### src/rtl/fifo_rd_pkg.sv
// ============================================================================
// Module   : fifo_rd_pkg
// Brief    : Shared constants and helpers for the FIFO read-drain controller.
// Revision : 1.0 - initial release
// ============================================================================
`default_nettype none

package fifo_rd_pkg;

  localparam int unsigned c_DATA_WIDTH   = 8;
  localparam int unsigned c_SKID_DEPTH   = 2;
  localparam int unsigned c_WORD_COUNT_W = 16;

  // Occupancy must represent 0..depth inclusive.
  function automatic int unsigned occ_width(input int unsigned depth);
    return $clog2(depth + 1);
  endfunction

endpackage

`default_nettype wire

### src/rtl/rd_skid_buf.sv
// ============================================================================
// Module   : rd_skid_buf
// Brief    : Circular skid buffer holding captured FIFO words until popped.
// Revision : 1.0 - initial release
// ============================================================================
`default_nettype none

module rd_skid_buf
  import fifo_rd_pkg::*;
#(
  parameter int unsigned DATA_WIDTH = c_DATA_WIDTH,
  parameter int unsigned SKID_DEPTH = c_SKID_DEPTH,
  parameter int unsigned OCC_W      = occ_width(SKID_DEPTH)
) (
  input  logic                  clk,
  input  logic                  rst_n,
  input  logic                  i_capture,
  input  logic                  i_pop,
  input  logic                  i_flush,
  input  logic [DATA_WIDTH-1:0] i_wdata,
  output logic [OCC_W-1:0]      o_occ,
  output logic [DATA_WIDTH-1:0] o_head
);

  localparam int unsigned c_IDX_W = $clog2(SKID_DEPTH);

  logic [DATA_WIDTH-1:0] r_mem [SKID_DEPTH];
  logic [c_IDX_W-1:0]    r_wr_idx;
  logic [c_IDX_W-1:0]    r_rd_idx;
  logic [OCC_W-1:0]      r_occ;

  // Depth need not be a power of two, so wrap explicitly.
  function automatic logic [c_IDX_W-1:0] next_idx(input logic [c_IDX_W-1:0] idx);
    return (idx == c_IDX_W'(SKID_DEPTH - 1)) ? '0 : idx + c_IDX_W'(1);
  endfunction

  always_ff @(posedge clk or negedge rst_n) begin
    if (!rst_n) begin
      for (int i = 0; i < int'(SKID_DEPTH); i++) r_mem[i] <= '0;
      r_wr_idx <= '0;
      r_rd_idx <= '0;
      r_occ    <= '0;
    end else if (i_flush) begin
      r_wr_idx <= '0;
      r_rd_idx <= '0;
      r_occ    <= '0;
    end else begin
      if (i_capture) begin
        r_mem[r_wr_idx] <= i_wdata;
        r_wr_idx        <= next_idx(r_wr_idx);
      end
      if (i_pop) r_rd_idx <= next_idx(r_rd_idx);
      case ({i_capture, i_pop})
        2'b10:   r_occ <= r_occ + OCC_W'(1);
        2'b01:   r_occ <= r_occ - OCC_W'(1);
        default: r_occ <= r_occ;
      endcase
    end
  end

  assign o_occ  = r_occ;
  assign o_head = r_mem[r_rd_idx];

endmodule

`default_nettype wire

### src/rtl/fifo_rd_drain.sv
// ============================================================================
// Module   : fifo_rd_drain
// Brief    : Read-side FIFO drain with credit-based r_en and skid-buffered
//            valid/ready output. Optional word counter: FIFO_RD_DRAIN_WORD_COUNT_EN.
// Revision : 1.0 - initial release
// ============================================================================
`default_nettype none

module fifo_rd_drain
  import fifo_rd_pkg::*;
#(
  parameter int unsigned DATA_WIDTH = c_DATA_WIDTH,
  parameter int unsigned SKID_DEPTH = c_SKID_DEPTH
) (
  input  logic                  r_clk,
  input  logic                  rrst_n,
  input  logic                  en,
  input  logic                  flush,
  input  logic                  empty,
  output logic                  r_en,
  input  logic [DATA_WIDTH-1:0] fifo_data,
  output logic                  m_valid,
  output logic [DATA_WIDTH-1:0] m_data,
  input  logic                  m_ready
`ifdef FIFO_RD_DRAIN_WORD_COUNT_EN
  ,
  output logic [c_WORD_COUNT_W-1:0] word_count
`endif
);

  localparam int unsigned c_OCC_W = occ_width(SKID_DEPTH);

  logic               r_inflight;
  logic [c_OCC_W-1:0] w_occ;
  logic [c_OCC_W:0]   w_credit;
  logic               w_pop;
  logic               w_capture;

  assign w_pop     = m_valid && m_ready;
  assign w_capture = r_inflight && !flush;

  // Crediting the same-cycle pop lets a full-rate stream sustain one word/cycle.
  assign w_credit = {1'b0, w_occ} + {{c_OCC_W{1'b0}}, r_inflight}
                  - {{c_OCC_W{1'b0}}, w_pop};
  assign r_en = rrst_n && en && !flush && !empty
             && (w_credit < (c_OCC_W + 1)'(SKID_DEPTH));

  always_ff @(posedge r_clk or negedge rrst_n) begin
    if (!rrst_n) r_inflight <= 1'b0;
    else         r_inflight <= r_en;
  end

  rd_skid_buf #(
    .DATA_WIDTH (DATA_WIDTH),
    .SKID_DEPTH (SKID_DEPTH),
    .OCC_W      (c_OCC_W)
  ) u_skid (
    .clk       (r_clk),
    .rst_n     (rrst_n),
    .i_capture (w_capture),
    .i_pop     (w_pop),
    .i_flush   (flush),
    .i_wdata   (fifo_data),
    .o_occ     (w_occ),
    .o_head    (m_data)
  );

  assign m_valid = (w_occ != '0);

`ifdef FIFO_RD_DRAIN_WORD_COUNT_EN
  logic [c_WORD_COUNT_W-1:0] r_word_count;

  always_ff @(posedge r_clk or negedge rrst_n) begin
    if (!rrst_n)    r_word_count <= '0;
    else if (flush) r_word_count <= '0;
    else if (w_pop) r_word_count <= r_word_count + c_WORD_COUNT_W'(1);
  end

  assign word_count = r_word_count;
`endif

endmodule

`default_nettype wire

### config.mk
export PLATFORM = sky130hd
export DESIGN_NAME = fifo_rd_drain
export DESIGN_NICKNAME = d
export VERILOG_FILES = /design/src/rtl/fifo_rd_pkg.sv /design/src/rtl/rd_skid_buf.sv /design/src/rtl/fifo_rd_drain.sv
export SDC_FILE = /design/constraint.sdc
export NUM_CORES = 1
export LEC_CHECK = 0
export CORE_AREA = 3 3 49 51
export CTS_CLUSTER_SIZE = 24
export DETAILED_ROUTE_END_ITERATION = 8
export DIE_AREA = 0 0 52 54
export PLACE_DENSITY = 0.78
export SYNTH_ARGS = -nofsm -noshare
export SYNTH_HDL_FRONTEND = slang
export SYNTH_SLANG_ARGS = --single-unit
### constraint.sdc
create_clock -name r_clk -period 3.1 [get_ports r_clk]
set_input_delay 0.465 -clock r_clk [delete_from_list [all_inputs] [get_ports r_clk]]
set_output_delay 0.465 -clock r_clk [all_outputs]
set_load 0.01 [all_outputs]
Word-level counts from Yosys, hierarchy flattened:

Index checks and enable logic that the tools add are counted.

* input bits: 14
* latch bits: 0
* memory bits (read-only): 0
* flip-flop bits (word level): 21
* memories kept: 0
* logic and storage cells: 49
* RAM bits: 0
* output and inout port bits: 10

* divide/modulo/power cells: 0
* bitwise operators: 3
* multiplexer cells: 14
* multipliers: 0
* reductions and logical operators: 14
* eq/ne operators: 2
* order comparisons: 4
* shift operators: 0
* add/subtract/negate cells: 6

Operator list (count)
* 8-bit two-way mux: 4
* 16-bit bitwise mux: 1
* 8-bit demux with 1-bit select: 1
* 1-bit logical AND: 7
* 1-bit two-way mux: 6
* 2-bit nonzero test: 3
* 2-bit >= comparator, second input constant: 2
* 1-bit NOT with 2-bit output: 2
* 2-bit case mux with 2 select lines: 1
* 2-bit by 1-bit adder with 3-bit output: 1
* 3-bit by 2-bit less-than comparator with 1-bit output, second input constant: 1
* 3-bit nonzero test: 1
* 3-bit by 1-bit subtractor with 3-bit output: 1
* 1-bit adder, second input constant: 2
* 2-bit by 1-bit adder with 2-bit output, second input constant: 1
* 2-bit by 1-bit equality test with 1-bit output, second input constant: 1
* 2-bit equality test, second input constant: 1
* 1-bit logical NOT: 2
* 2-bit by 1-bit less-than comparator with 1-bit output, second input constant: 1
* 2-bit two-way mux: 1
* 2-bit AND reduction: 1
* 2-bit by 1-bit subtractor with 2-bit output, second input constant: 1
* 1-bit NOT: 1

Depth between registers and ports, before layout:

Gate-level depths: netlist of run 1.

* depth in word-level cells: 6
* depth in mapped cells: 6
* mapped depth without buffers: 6

Hierarchy:

Synthesis of run 1 repeated with hierarchy kept, for this count alone.

* cell total of the unflattened synthesis: 71
* area total of the unflattened synthesis: 1011.0 sq um

Modules (own cells, without submodules)
* rd_skid_buf: seq. area each 500.5 sq um, area an instance 893.4 sq um, cells each 60, instances 1
* fifo_rd_drain: seq. area each 25.0 sq um, area an instance 117.6 sq um, cells each 11, instances 1

Least setup slack after synthesis of run 1:

OpenSTA, ideal clock, no wires.

* path kind: register -> output
* from: register u_skid.r_occ[1] (netlist: u_skid.o_occ[1])
* to: output port r_en
* buffers on the path: 0
* data required time: 2635 ps
* arrival time: 1667 ps
* slack: 968 ps
* stages on the path, launching flop included: 7
* path through: dfrtp_1 nand2_1 mux2i_1 nand2_1 fa_1 nand4b_1 nor3_1

* word-level cells in the longest chain between the ends: 5
* elaborated cells on any way between the ends: 6
* those cells by class: add/sub (2); order compare (1); reduce/logical (3)

Ends and longest elaborated chain
* start, declared: line rd_skid_buf.sv:30 `logic [OCC_W-1:0] r_occ;`
* start signal, assigned: line rd_skid_buf.sv:54 `2'b10: r_occ <= r_occ + OCC_W'(1);`
* start signal, assigned: line rd_skid_buf.sv:55 `2'b01: r_occ <= r_occ - OCC_W'(1);`
* start signal, assigned: line rd_skid_buf.sv:56 `default: r_occ <= r_occ;`
* parallel branches: the longest is 2 deep, another holds 2-bit by 1-bit adder with 3-bit output
* 3-bit by 1-bit subtractor with 3-bit output (*): line fifo_rd_drain.sv:44 `- {{c_OCC_W{1'b0}}, w_pop};`
* 3-bit by 2-bit less-than comparator with 1-bit output (*): line fifo_rd_drain.sv:46 `&& (w_credit < (c_OCC_W + 1)'(SKID_DEPTH));`
* 1-bit logical AND (*): line fifo_rd_drain.sv:46
* end, declared: line fifo_rd_drain.sv:20 `output logic r_en,`

Every way passes the cells marked *.

Final worst setup path of run 1:

* from: input port m_ready
* to: output port r_en

* word-level cells in the longest chain between the ends: 4

Ends and longest elaborated chain
* start, declared: line fifo_rd_drain.sv:24 `input logic m_ready`
* 1-bit logical AND: line fifo_rd_drain.sv:39 `assign w_pop = m_valid && m_ready;`
* 3-bit by 1-bit subtractor with 3-bit output: line fifo_rd_drain.sv:44
* 3-bit by 2-bit less-than comparator with 1-bit output: line fifo_rd_drain.sv:46
* 1-bit logical AND: line fifo_rd_drain.sv:46

Every way passes these cells.

==> results of run 1 <==
==> where the power goes <==
part	total, uW	internal [uW]	switching [uW]
registers	327	308	18.3
clock network	134	50.1	83.9
logic	165	112	53.4
total	626	470	156
==> cells by family (layout without fill, tap and decap cells) <==
family                     count (synthesis)  in the layout  share of synthesized area, %
xor gates and xnor gates                   3              3                         2.616
and+or+nand+nor                           13             13                         9.962
DFF                                       21             21                         52.30
buffers and inverters                      2             30                         1.245
adders and majority gates                  1              1                         1.993
muxes                                     26             26                         28.89
AOI/OAI and AO/OA                          4              4                         2.988
==> final cells by class <==
| type | instances | area [um^2] |
|---|---|---|
| Fill cell | 141 | 673.1 |
| Sequential cell | 21 | 525.5 |
| Multi-Input combinational cell | 47 | 471.7 |
| Timing Repair Buffer | 26 | 251.5 |
| Tap cell | 27 | 33.78 |
| Clock buffer | 4 | 26.28 |
==> worst paths after layout <==
path                                             startpoint                          end  slack (ps)  cells after the start
worst max register to register  u_skid.o_occ[1]$_DFFE_PN0P_         r_inflight$_DFF_PN0_        1340                      6
worst max-delay path                                m_ready                         r_en         200                      8
min in group asynchronous                            rrst_n  u_skid.r_mem[2]$_DFFE_PN0P_         530                      2
worst min register to register  u_skid.r_mem[9]$_DFFE_PN0P_  u_skid.r_mem[9]$_DFFE_PN0P_         520                      1
max in group asynchronous                            rrst_n  u_skid.r_mem[6]$_DFFE_PN0P_        2360                      2
worst min-delay path            u_skid.r_mem[9]$_DFFE_PN0P_  u_skid.r_mem[9]$_DFFE_PN0P_         520                      1
==> timing repair <==
item	CTS	global route
buffers inserted	0	0
endpoints found under the hold margin	0	0
resized for setup	2	0
endpoints found under the setup margin	1	0
==> routing by layer <==
layer,GRT usage (%),up-vias
li1,-,308
met1,19.26,331
met2,24.69,12
met3,2.770,0
met4,3.930,0
met5,0,-
==> cell usage in the layout, fill, tap and decap left out, types with 2 or more instances in the layout <==
cell type	synthesis	final
o21ai_0	2	2
clkbuf_4	0	3
nor2_1	3	3
mux2i_1	2	2
clkdlybuf4s50_1	0	22
or2_2	2	2
buf_4	1	3
nand2_1	2	2
mux2_2	24	24
xor2_1	2	2
dfrtp_1	21	21
==> critical path, delay by kind of cell <==
family	cells	cell delay, ps
AND/OR/NAND/NOR	4	450
buffers and inverters	2	830
multiplexers	1	190
adder cells (fa/ha/maj)	1	500
==> cell usage after synthesis <==
cell type	count
a2111oi_2	1
mux2i_1	2
xnor2_1	1
or2_2	2
dfrtp_1	21
nand2b_4	1
nand4b_1	1
o21ai_0	2
nor3_1	1
a21oi_1	1
nor2_4	1
nand3b_4	1
nand2_1	2
buf_4	1
mux2_2	24
nor2_1	3
xor2_1	2
fa_1	1
buf_2	1
and4b_1	1
==> through the flow <==
| step | total power [uW] | setup TNS (ps) |
|---|---|---|
| after detailed placement | 499.8 | -141.3 |
| final | 625.9 | 0 |
| after global placement | 493.6 | -23.96 |
| after CTS | 630.5 | 0 |
| after floorplan | 406.9 | 0 |
| after global routing | 653.7 | 0 |
==> flip-flops by register name (all words and copies together), names as in the netlist <==
name,cells
r_inflight,1
u_skid.r_wr_idx,1
u_skid.o_occ,2
u_skid.r_mem,16
u_skid.r_rd_idx,1
==> impl_metrics.csv, run 1 <==
group,metric,value,unit
status,status,"finished, final reports clean",
timing,fin_skew,1.423,ps
clock_network,numCtsBuffers,3,
setup_path,critPathArrivalTime,2440,ps
setup_path,cp_common_cell,"nand2_1",
synth,synthCells,70,
synth,yosysSeqAreaShare,52.30,%
die,ios,24,
timing,holdWs,517.8,ps
finish,drive_gt1_share,37.76,%
detailed_routing,finalWirelength,1.865,mm
timing,rsz0062_at_grt,"no",
clock_network,cts_tree,"built",
detailed_routing,drt_first_pass_iters,4,
die,rows,16,
die,dieArea,2808,um^2
synth,ys_warn_count,0,
setup_path,cp_cell_sequence,"clkdlybuf4s50_1, nand2_1, mux2i_1, nand2_1, fa_1, nand4b_1, nor3_2, dlygate4sd2_1",
pwr,ir_worst_vdd,0.0003958,V
finish,instances_no_fill,125,
timing,hold_viol_final,0,
detailed_routing,drc,0,
clock_network,htree_levels,1,
die,start_util,50.69,%
pwr,power.leakage,0.0006138,uW
clock_network,clk_path_buf_depth,2,
clock_network,cts_root_buffer,"clkbuf_4",
global_routing,grt_pass1_wl,3.008,mm
timing,min_period,2902,ps
setup_path,critPathLaunchType,"input pin",
timing,slew_viol_final,0,
detailed_routing,drt_iter0_markers,10,
die,die_w,52,um
detailed_routing,via_per_inst,5.208,
placed_design,place.gp.congestion,0.6396,
timing,setup_viol,0,
hold_path,hp-class,"flop to flop",
global_routing,overflow,0,
placed_design,dpl.cell_count,121,
placed_design,post-dp-hpwl,1.379,mm
detailed_routing,antenna_left,0,
setup_path,cp-end-kind,"output pin",
synth,synth_top_area_share,52.30,%
setup_path,max_stage_delay,540,ps
setup_path,cp.required,2630,ps
clock_network,clk_latency,300,ps
synth,ys_seq_elements,21,
global_routing,grt_pass1_vias,662,
timing,final.setup.worst_slack,197.9,ps
timing,relSlewSlack,71.86,%
finish,area_growth,30.26,%
synth,yosys.area.top_type,"dfrtp_1",
global_routing,grt_usage,14.63,%
synth,syn_area,1005,um^2
detailed_routing,wl_met3,53,um
die,coreArea,1982,um^2
timing,fmax,344.6,MHz
clock_network,clock-sinks,21,
placed_design,portBuffers,23,
synth,synth.area.top_cells,"dfrtp_1, mux2_2, fa_1",
detailed_routing,wl_met1,870,um
finish,nNetsFinal,114,
synth,synth.distinct_cells,20,
finish,fin_area,1309,um^2
pwr,p_per_area,478.2,nW/um^2
global_routing,grt_max_degree,22,
finish,antenna_cells,0,
detailed_routing,wl_met2,941,um
clock_network,cts_hold_buf,0,
die,die_h,54,um
detailed_routing,highest_layer,"met3",
synth,avgSynthCellArea,14.35,um^2
finish,fin_util,66.04,%
detailed_routing,routedWlPerCell,14.92,um
setup_path,critical_path_class,"input pin to output pin",
timing,finalCritPeriodShare,93.62,%
synth,syn_nets,85,
placed_design,dp_worst_setup_slack,-141.3,ps
run,maxCapViolations,0,
clock_network,clk_pin_slew_worst_paths,120,ps
timing,worstMarginPinSlew,422.1,ps
setup_path,cp_slowest_cell,"clkdlybuf4s50_1",
placed_design,placed_area,1279,um^2
setup_path,crit_path_max_fanout,4,
global_routing,antenna_found_initial,0,
detailed_routing,dr_total_vias,651,
(Power assumes the default switching activity.)
==> run 2, diff against run 1 <==
- CTS_CLUSTER_DIAMETER: default -> 100
==> results of run 2 <==
The final DEF is identical to that of run 1; final timing and power are the same.
==> run 3, diff against run 2 <==
- HOLD_SLACK_MARGIN: default -> 0.05
==> results of run 3 <==
The final DEF is identical to that of run 1; final timing and power are the same.
